## config.mk

```make
export PLATFORM = sky130hd
export DESIGN_NAME = uart_frame_scheduler
export DESIGN_NICKNAME = d
export VERILOG_FILES = /design/src/rtl/uart_frame_scheduler.sv
export SDC_FILE = /design/constraint.sdc
export NUM_CORES = 1
export LEC_CHECK = 0
export ABC_AREA = 0
export ABC_CLOCK_PERIOD_IN_PS = 3330
export BUFFER_PORTS_ARGS = -buffer_cell sky130_fd_sc_hd__buf_2
export CORE_ASPECT_RATIO = 0.5
export CORE_MARGIN = 8
export CORE_UTILIZATION = 43
export CTS_CLUSTER_SIZE = 12
export DETAILED_ROUTE_END_ITERATION = 10
export PLACE_DENSITY = 0.7
export SLEW_MARGIN = 30
export SYNTH_ARGS = -nofsm -noshare
export SYNTH_HDL_FRONTEND = slang
export SYNTH_SLANG_ARGS = --single-unit
```

## constraint.sdc

```tcl
create_clock -name Sys_CLK -period 3.33 [get_ports Sys_CLK]
set_input_delay 0.4995 -clock Sys_CLK [delete_from_list [all_inputs] [get_ports Sys_CLK]]
set_output_delay 0.4995 -clock Sys_CLK [all_outputs]
set_load 0.03 [all_outputs]
```

## src/rtl/uart_frame_scheduler.sv

```systemverilog
`default_nettype none
// +----------------------------------------------------------------------------+
// | Module      : uart_frame_scheduler                                         |
// | Description : Arbitrates a UART byte stream between snapshot frames        |
// |               (counter + 13 payload bytes [+ checksum] + trailer) and      |
// |               single-byte messages, with round-robin tie breaking.         |
// | Options     : define FRAME_CHECKSUM_EN to insert an XOR checksum byte      |
// |               ahead of the trailer (16-byte frame instead of 15).          |
// | Revision    : 1.0 - initial release                                        |
// +----------------------------------------------------------------------------+
module uart_frame_scheduler #(
  parameter logic [7:0] TRAILER_BYTE = 8'hBB
) (
  input  logic         Sys_CLK,
  input  logic         Sys_RST,
  input  logic         frameTrig,
  input  logic [7:0]   frameCounter,
  input  logic [103:0] framePayload,
  input  logic         msgValid,
  input  logic [7:0]   msgData,
  output logic         msgReady,
  output logic [7:0]   TxData,
  output logic         TxData_valid,
  input  logic         TxData_ready,
  output logic         busy,
  output logic         overrun
);

  typedef enum logic [1:0] {
    IDLE  = 2'd0,
    FRAME = 2'd1,
    MSG   = 2'd2
  } state_t;

  typedef enum logic {
    GRANT_FRAME = 1'b0,
    GRANT_MSG   = 1'b1
  } grant_t;

`ifdef FRAME_CHECKSUM_EN
  localparam logic [3:0] c_LAST_IDX = 4'd15;
`else
  localparam logic [3:0] c_LAST_IDX = 4'd14;
`endif

  state_t         r_state;
  state_t         w_state_next;
  grant_t         r_last_grant;
  logic           r_trig_q;
  logic           r_trig_primed;
  logic           r_frame_pending;
  logic           r_overrun;
  logic [7:0]     r_snap_cnt;
  logic [103:0]   r_snap_pay;
  logic [3:0]     r_byte_idx;
  logic [7:0]     r_tx_data;
  logic           r_tx_valid;

  logic           w_trig_edge;
  logic           w_grant_frame;
  logic           w_grant_msg;
  logic           w_xfer;
  logic           w_last_xfer;
  logic [3:0]     w_idx_next;
  logic [7:0]     w_frame_byte [0:15];

  // The first edge after reset only loads r_trig_q, so a static level is not a request.
  assign w_trig_edge   = r_trig_primed && (frameTrig != r_trig_q);

  // Grants happen only from IDLE; on a tie the source not served last wins.
  assign w_grant_frame = (r_state == IDLE) && r_frame_pending &&
                         (!msgValid || (r_last_grant == GRANT_MSG));
  assign w_grant_msg   = (r_state == IDLE) && msgValid &&
                         (!r_frame_pending || (r_last_grant == GRANT_FRAME));

  assign w_xfer        = r_tx_valid && TxData_ready;
  assign w_last_xfer   = w_xfer && ((r_state == MSG) ||
                                    ((r_state == FRAME) && (r_byte_idx == c_LAST_IDX)));
  // Byte index saturates at the last byte rather than wrapping.
  assign w_idx_next    = (r_byte_idx == c_LAST_IDX) ? r_byte_idx : (r_byte_idx + 4'd1);

`ifdef FRAME_CHECKSUM_EN
  logic [7:0] w_checksum;

  // XOR of the snapshot counter and all 13 payload bytes.
  always_comb begin
    w_checksum = r_snap_cnt;
    for (int i = 0; i < 13; i++) begin
      w_checksum = w_checksum ^ r_snap_pay[8*i +: 8];
    end
  end
`endif

  // Frame byte table built from the snapshot; unused tail slots read as trailer.
  always_comb begin
    for (int i = 0; i < 16; i++) begin
      w_frame_byte[i] = TRAILER_BYTE;
    end
    w_frame_byte[0] = r_snap_cnt;
    for (int i = 0; i < 13; i++) begin
      w_frame_byte[i+1] = r_snap_pay[103-8*i -: 8];
    end
`ifdef FRAME_CHECKSUM_EN
    w_frame_byte[14] = w_checksum;
`endif
  end

  // State register.
  always_ff @(posedge Sys_CLK or negedge Sys_RST) begin
    if (!Sys_RST) begin
      r_state <= IDLE;
    end else begin
      r_state <= w_state_next;
    end
  end

  // Next-state and message handshake; a transaction ends only on its final transfer.
  always_comb begin
    w_state_next = r_state;
    msgReady     = 1'b0;
    case (r_state)
      IDLE: begin
        if (w_grant_frame) begin
          w_state_next = FRAME;
        end else if (w_grant_msg) begin
          w_state_next = MSG;
          msgReady     = 1'b1;
        end
      end
      FRAME, MSG: begin
        if (w_last_xfer) begin
          w_state_next = IDLE;
        end
      end
      default: w_state_next = IDLE;
    endcase
  end

  // Trigger edge detection, pending request and sticky overrun tracking.
  always_ff @(posedge Sys_CLK or negedge Sys_RST) begin
    if (!Sys_RST) begin
      r_trig_q        <= 1'b0;
      r_trig_primed   <= 1'b0;
      r_frame_pending <= 1'b0;
      r_overrun       <= 1'b0;
    end else begin
      r_trig_q      <= frameTrig;
      r_trig_primed <= 1'b1;
      if (w_grant_frame) begin
        // A new edge arriving with the grant re-arms the request instead of being lost.
        r_frame_pending <= w_trig_edge;
      end else if (w_trig_edge) begin
        r_frame_pending <= 1'b1;
        if (r_frame_pending) begin
          r_overrun <= 1'b1;
        end
      end
    end
  end

  // Output byte register, snapshot capture and frame sequencing.
  always_ff @(posedge Sys_CLK or negedge Sys_RST) begin
    if (!Sys_RST) begin
      r_tx_data    <= TRAILER_BYTE;
      r_tx_valid   <= 1'b0;
      r_byte_idx   <= 4'd0;
      r_last_grant <= GRANT_MSG;
      r_snap_cnt   <= 8'd0;
      r_snap_pay   <= 104'd0;
    end else if (w_grant_frame) begin
      r_snap_cnt   <= frameCounter;
      r_snap_pay   <= framePayload;
      r_byte_idx   <= 4'd0;
      r_tx_data    <= frameCounter;
      r_tx_valid   <= 1'b1;
      r_last_grant <= GRANT_FRAME;
    end else if (w_grant_msg) begin
      r_tx_data    <= msgData;
      r_tx_valid   <= 1'b1;
      r_last_grant <= GRANT_MSG;
    end else if (w_last_xfer) begin
      r_tx_valid   <= 1'b0;
    end else if (w_xfer && (r_state == FRAME)) begin
      r_byte_idx   <= w_idx_next;
      r_tx_data    <= w_frame_byte[w_idx_next];
    end
  end

  assign TxData       = r_tx_data;
  assign TxData_valid = r_tx_valid;
  assign busy         = (r_state != IDLE);
  assign overrun      = r_overrun;

endmodule
`default_nettype wire

```

==> summary.txt, run 1 <==
Layout
  – FF/Latch Area: 3310 um2
  – Net count, final: 1,053
  – Fill count: 1,394
  – N_diodes: 0
  – Most common cell after layout, fill and taps aside: nand2_1
  – Final Util: 54.7%
  – Area of the multi-input gates: 2940 um2
  – Area delta synth->final: 23.5%
  – Most frequent cells in the layout: nand2_1, buf_2, dfrtp_1
  – Share of cells above drive strength 1: 22.2%

Drt
  – Final WL: 19,800 um
  – Drt first pass iters: 5
  – Vias: 6,007
  – Initial DRC Count: 584
  – Vias per cell: 5.30
  – # DRC: 0
  – Wire per inst: 17.5 um
  – Post-route ant nets: 0

Floorplan
  – Cell Rows: 31
  – Core box area: 14,600 um2
  – Die width: 189 um
  – # IOs: 137
  – Die area: 19,400 um2
  – Initial core utilization: 44.3%
  – Chip height: 103 um

Critical path
  – Crit end category: flip-flop
  – Max incr delay on CP: 0.54 ns
  – R2r startpoint: r_byte_idx[0]
  – RR Endpoint: TxData[0]
  – Worst setup SP type: flip-flop
  – Worst R2R Path Depth: 9
  – Crit-path slowest cell: xnor2_4
  – Worst endpoint data arrival time: 3.15 ns
  – FF-to-FF setup slack: 0.52 ns
  – Critical path class: reg2reg
  – CP Max Fanout: 17
  – CP cell instances: inv_1 -> ha_1 -> and3_1 -> xnor2_4 -> buf_4 -> nand2_1 -> a311oi_1 -> a32oi_1 -> a31oi_1
  – Worst Path Required: 3.67 ns

Synthesis
  – Commonest register cell after synthesis: dfrtp_1
  – Yosys warning count: 0
  – Asr flop ratio synth: 100%
  – Register area share after synthesis: 51.2%
  – Number of enable flip-flop cells after synthesis: 0
  – Mapped cell area: 6460 um2
  – Post-synthesis net count: 935
  – Synth Instances: 805
  – Netlist cell types: 47
  – Synth Register Bits: 132
  – Syn_area_per_cell: 8.03 um2

Clock tree
  – Clk sinks: 132
  – Clock transition at path regs: 0.06 ns
  – CTS Buf Count: 17
  – Clk_lat worst skew: 0.42 ns
  – # hold bufs at CTS: 0
  – Post-CTS setup buffer count: 0
  – Root buffer cell: clkbuf_16
  – CTS tree: built
  – Htree depth: 4
  – Clk buf depth: 2
  – Post-CTS sizing: 0

Run status
  – Status: completed

Global route
  – First-pass GRT wire length: 31,300 um
  – GRT Total Usage: 20.6%
  – Grt ovf: 0
  – Antenna violations before repair: 0
  – Vias in the first global route: 5,926
  – Largest net degree at the start of global routing: 86

Power
  – Peak supply drop: 0.515 mV
  – Power per cell area: 1040 nW/um2
  – Total power: 8.32 mW
  – Leak pwr: 4.07 nW

Min path
  – Hold/Removal Path Class: in2async

STA
  – Slew @ Worst Pin: 0.819 ns
  – Fin worst setup slack: 0.519 ns
  – Max Slew Vio Count: 0
  – Endpoints failing setup: 0
  – Skew final: 0.00809 ns
  – Period utilization: 84.4%
  – Final Critical Period: 2.81 ns
  – RSZ-0062 raised after global routing: false
  – Final Hold Viols: 0
  – Fin Setup TNS: 0 ns
  – Rel. slew slack: 45.3%
  – Final hold slack: 0.0850 ns
  – Max Fclk: 0.356 GHz

Placed design
  – Hpwl dp: 14,800 um
  – Gpl congestion: 0.902
  – Dpl ws: 0.586 ns
  – # port buffers: 136

Run
  – Maxcap violations: 0
-- stage by stage --
step / std cells / cell area [um2]
after detailed placement: 1102 / 7320
final: 1134 / 7980
after CTS: 1134 / 7980
after global routing: 1134 / 7980
after global placement: 1102 / 7320
after floorplan: 805 / 6460
-- kinds of logic (layout without fill, tap and decap cells) --
kind of cell             Yosys count  in the layout  share of synthesized area (%)
XOR/XNOR                           3              3                          0.813
AO/OA/AOI/OAI                     90             90                           9.91
buffers and inverters             58            189                           3.78
multiplexers                      11             11                           2.30
other                              1              1                         0.0580
AND/OR/NAND/NOR                  505            505                           30.9
adder cells (fa/ha/maj)            5              5                          0.968
flip-flops                       132            132                           51.2
-- routing by layer --
metal / share of wire [%] / track usage, % / vias to the layer above
met5: 0 / 0 / -
met4: 1.9 / 7.40 / 0
met3: 6.2 / 4.73 / 34
met2: 46 / 32.6 / 208
met1: 46 / 27.5 / 2908
li1: - / - / 2857
-- cell type report --
type                            instances  area share, %
Clock buffer                           18           5.50
Clock inverter                         14           2.81
Inverter                                8          0.376
Multi-Input combinational cell        615           36.8
Sequential cell                       132           41.5
Tap cell                              198           3.10
Timing Repair Buffer                  149           9.94
-- state kept, by name (all words and copies together) (netlist names) --
name and cells:
r_snap_pay 104, TxData 8, r_snap_cnt 8, r_byte_idx 4
r_state 2, TxData_valid 1, overrun 1, r_frame_pending 1
r_last_grant 1, r_trig_primed 1, r_trig_q 1
-- Yosys cell counts, types with 2 or more instances --
library cell    n  area, um2
a21boi_0        2       15.0
nand3_1        26        130
mux4_2          3       67.6
a32oi_1        14        123
ha_1            5       62.6
nand4_1         5       31.3
nor4_1          2       12.5
a22o_1          2       17.5
a21o_1          3       22.5
clkbuf_1       39        146
a311oi_1        7       61.3
a21oi_1        12       60.1
and2_1          3       18.8
inv_1           8       30.0
nand2_1       432       1620
o21a_1          2       15.0
buf_1           2       7.51
dfrtp_1       125       3130
and3_1          6       37.5
a211oi_1        7       52.6
nand2b_1        2       12.5
nor2_1         23       86.3
buf_2           6       30.0
a31oi_1         9       56.3
nor3_1          2       10.0
buf_6           2       22.5
dfstp_2         7        184
o21ai_0        16       80.1
mux2i_1         7       70.1
a31o_2          9       78.8
-- power by group --
group          switching, mW  internal, mW  leakage (nW)  total (mW)
Clock                  0.763          1.36         0.315        2.12
Sequential             0.589          2.43          1.60        3.02
Combinational           2.05          1.13          2.16        3.18
-- worst max path at each step --
stage          slack (ns)   endpoint  cells past startpoint           from
5_1_grt              0.28  TxData[0]                      9  r_byte_idx[0]
6_report             0.52  TxData[0]                      9  r_byte_idx[0]
3_3_place_gp         0.64  TxData[5]                      8  r_byte_idx[0]
4_1_cts              0.57  TxData[0]                      9  r_byte_idx[0]
2_1_floorplan        0.85  TxData[2]                      9  r_byte_idx[0]
3_5_place_dp         0.59  TxData[4]                      9  r_byte_idx[0]
-- critical path: cells and delay by family, from the launching register on --
kind	cells	cell delay (ns)
and+or+nand+nor	2	0.41
buffers and inverters	2	0.45
AOI/OAI and AO/OA	3	0.69
DFF	1	0.34
adders and majority gates	1	0.30
xor gates and xnor gates	1	0.54
Note: power is estimated with default switching activity, not from simulation.
==> inputs of run 2 (changes only) <==
Settings changed: ABC_CLOCK_PERIOD_IN_PS 3330 to 2450, PLACE_DENSITY 0.7 to 0.73.
Clock period 3.33 ns to 2.45 ns, I/O delays scaled along.
==> run 2 against run 1 <==
  * Register-to-register slack worse by 0.45 ns
  * Via count up 2.3%
  * Fmax up 18%
  * Hold slack worse by 0.0024 ns
  * Routed wire length up 2.5%
  * Cell area up 3.4%
  * Critical path depth up 2
  * Total power up 39%
  * Setup slack worse by 0.45 ns
  * Global-route usage up 0.45 points
  * Critical path type unchanged
  * Largest power group unchanged
==> summary.txt, run 2 (synthesis results as in run 1) <==
STA
  – Period utilization: 97.3% (was 84.4%)
  – Skew final: 0.00800 ns (was 0.00809 ns)
  – Max Slew Vio Count: 0 (unchanged)
  – Rel. slew slack: 59.6% (was 45.3%)
  – Slew @ Worst Pin: 0.601 ns (was 0.819 ns)
  – RSZ-0062 raised after global routing: false (unchanged)
  – Max Fclk: 0.420 GHz (was 0.356 GHz)
  – Final Critical Period: 2.38 ns (was 2.81 ns)
  – Final Hold Viols: 0 (unchanged)
  – Endpoints failing setup: 0 (unchanged)

Layout
  – Most frequent cells in the layout: nand2_1, buf_2, dfrtp_1 (unchanged)
  – Largest register FFs: 104 (unchanged)
  – Share of cells above drive strength 1: 24.7% (was 22.2%)
  – Most common cell after layout, fill and taps aside: nand2_1 (unchanged)
  – Finished Layout Cells: 1,154 (was 1,134)
  – Net count, final: 1,072 (was 1,053)
  – Design area: 8250 um2 (was 7980 um2)
  – Most flops, register: r_snap_pay (unchanged)
  – Area delta synth->final: 27.7% (was 23.5%)

Power
  – Sw frac: 40.2% (was 40.9%)
  – Peak supply drop: 0.690 mV (was 0.515 mV)
  – Total power: 11.6 mW (was 8.32 mW)
  – P_int: 6.92 mW (was 4.92 mW)
  – Total net switching power: 4.65 mW (was 3.40 mW)
  – Clock group share of total power: 25.2% (was 25.5%)
  – Comb power frac: 39.4% (was 38.2%)
  – Power per cell area: 1400 nW/um2 (was 1040 nW/um2)
  – Leak pwr: 4.20 nW (was 4.07 nW)
  – Sequential share of power: 35.4% (was 36.3%)

Global route
  – First-pass GRT wire length: 32,000 um (was 31,300 um)
  – Grt ovf: 0 (unchanged)
  – GRT Total Usage: 21.0% (was 20.6%)
  – Antenna violations before repair: 1 (was 0)
  – Largest net degree at the start of global routing: 57 (was 86)
  – Vias in the first global route: 6,165 (was 5,926)

Critical path
  – FF-to-FF setup slack: 0.07 ns (was 0.52 ns)
  – Worst setup SP type: flip-flop (unchanged)
  – Crit end category: flip-flop (unchanged)
  – RR Endpoint: TxData[0] (unchanged)
  – CP Max Fanout: 13 (was 17)
  – Crit path to: TxData[0] (unchanged)
  – Worst endpoint data arrival time: 2.72 ns (was 3.15 ns)
  – Worst R2R Path Depth: 11 (was 9)
  – CP Launch Point: r_byte_idx[0] (unchanged)
  – R2r startpoint: r_byte_idx[0] (unchanged)
  – Critical path class: reg2reg (unchanged)
  – Worst Path Required: 2.79 ns (was 3.67 ns)

Clock tree
  – CTS tree: built (unchanged)
  – CTS Buf Count: 17 (unchanged)
  – Root buffer cell: clkbuf_16 (unchanged)
  – Clk_lat worst skew: 0.42 ns (about the same)
  – Clock transition at path regs: 0.06 ns (about the same)
  – Clk sinks: 132 (unchanged)
  – Htree depth: 4 (unchanged)
  – Clk buf depth: 2 (unchanged)

Drt
  – # DRC: 0 (unchanged)
  – Wire per inst: 17.6 um (was 17.5 um)
  – Final WL: 20,300 um (was 19,800 um)
  – Vias: 6,147 (was 6,007)
  – Vias per cell: 5.33 (was 5.30)
  – Initial DRC Count: 599 (was 584)
  – Post-route ant nets: 0 (unchanged)
  – Drt first pass iters: 6 (was 5)

Floorplan
  – # IOs: 137 (unchanged)
  – Core box area: 14,600 um2 (unchanged)
  – Initial core utilization: 44.3% (unchanged)
  – Die width: 189 um (unchanged)
  – Die area: 19,400 um2 (unchanged)
  – Cell Rows: 31 (unchanged)
  – Chip height: 103 um (unchanged)

Min path
  – Hold/Removal Path Class: in2reg (was in2async)

Run status
  – Status: completed (unchanged)

Placed design
  – # port buffers: 136 (unchanged)
  – Placed insts: 1,117 (was 1,102)
  – Gpl congestion: 0.921 (was 0.902)
  – Hpwl dp: 14,800 um (about the same)
  – Area after DPL: 7460 um2 (was 7320 um2)

Run
  – Maxcap violations: 0 (unchanged)
[run 2: layer usage]
layer / GRT usage, % / part of all wire, % / vias up
li1: - / - / 2900
met1: 26.5 / 42 / 2938
met2: 33.1 / 46 / 262
met3: 6.92 / 8.9 / 45
met4: 8.90 / 2.5 / 2
met5: 0 / 0.069 / -
[run 2: worst max-delay path: stages (launching register included)]
cell and delay (ns):
dfrtp_2 0.39, inv_1 0.07, ha_1 0.19, and3_4 0.24, buf_4 0.16, xnor2_4 0.12
buf_12 0.14, buf_12 0.15, mux2i_1 0.11, a211oi_2 0.32, nand3_2 0.18, a31oi_1 0.21
[run 2: power by group through the flow]
stage / logic [mW] / registers (mW) / clock network, mW
detailed placement: 4.40 / 4.08 / 0
finish: 4.56 / 4.10 / 2.92
CTS: 4.53 / 4.07 / 2.95
global placement: 4.22 / 4.09 / 0
floorplan: 3.09 / 3.90 / 0
global route: 5.13 / 4.18 / 3.05
[run 2: metrics by stage]
| step | utilization (%) | worst slack [ns] | setup TNS [ns] | hold WS, ns |
|---|---|---|---|---|
| after floorplan | - | 0.0404 | 0 | 0.0719 |
| after global placement | 51.1 | -0.0167 | -0.0326 | 0.372 |
| after detailed placement | 51.1 | -0.146 | -0.426 | 0.384 |
| after CTS | 56.3 | 0.0184 | 0 | 0.0738 |
| after global routing | 56.6 | 0.00955 | 0 | 0.0705 |
| final | 56.6 | 0.0667 | 0 | 0.0826 |
[run 2: what timing repair did]
action,CTS,global route
hold buffers,1,0
resized for setup,7,6
pin swaps,1,1
cloned,1,0
buffers inserted,1,1
setup endpoints to repair,7,9
hold endpoints to repair,36,0
[run 2: cell type report]
| class | instances | area (um2) |
|---|---|---|
| Clock buffer | 19 | 443 |
| Antenna cell | 1 | 2.50 |
| Inverter | 8 | 30.0 |
| Multi-Input combinational cell | 615 | 2980 |
| Fill cell | 1361 | 6330 |
| Sequential cell | 132 | 3310 |
| Clock inverter | 13 | 229 |
| Tap cell | 198 | 248 |
| Timing Repair Buffer | 168 | 1000 |
[run 2: worst min-delay path by stage]
stage | slack [ns] | start | cells after the start | to
after global routing | 0.07 | frameTrig | 1 | r_trig_q
after CTS | 0.07 | frameTrig | 1 | r_trig_q
after floorplan | 0.07 | Sys_RST | 0 | TxData[2]
after global placement | 0.37 | Sys_RST | 1 | r_trig_q
final | 0.08 | frameTrig | 1 | r_trig_q
after detailed placement | 0.38 | Sys_RST | 1 | overrun
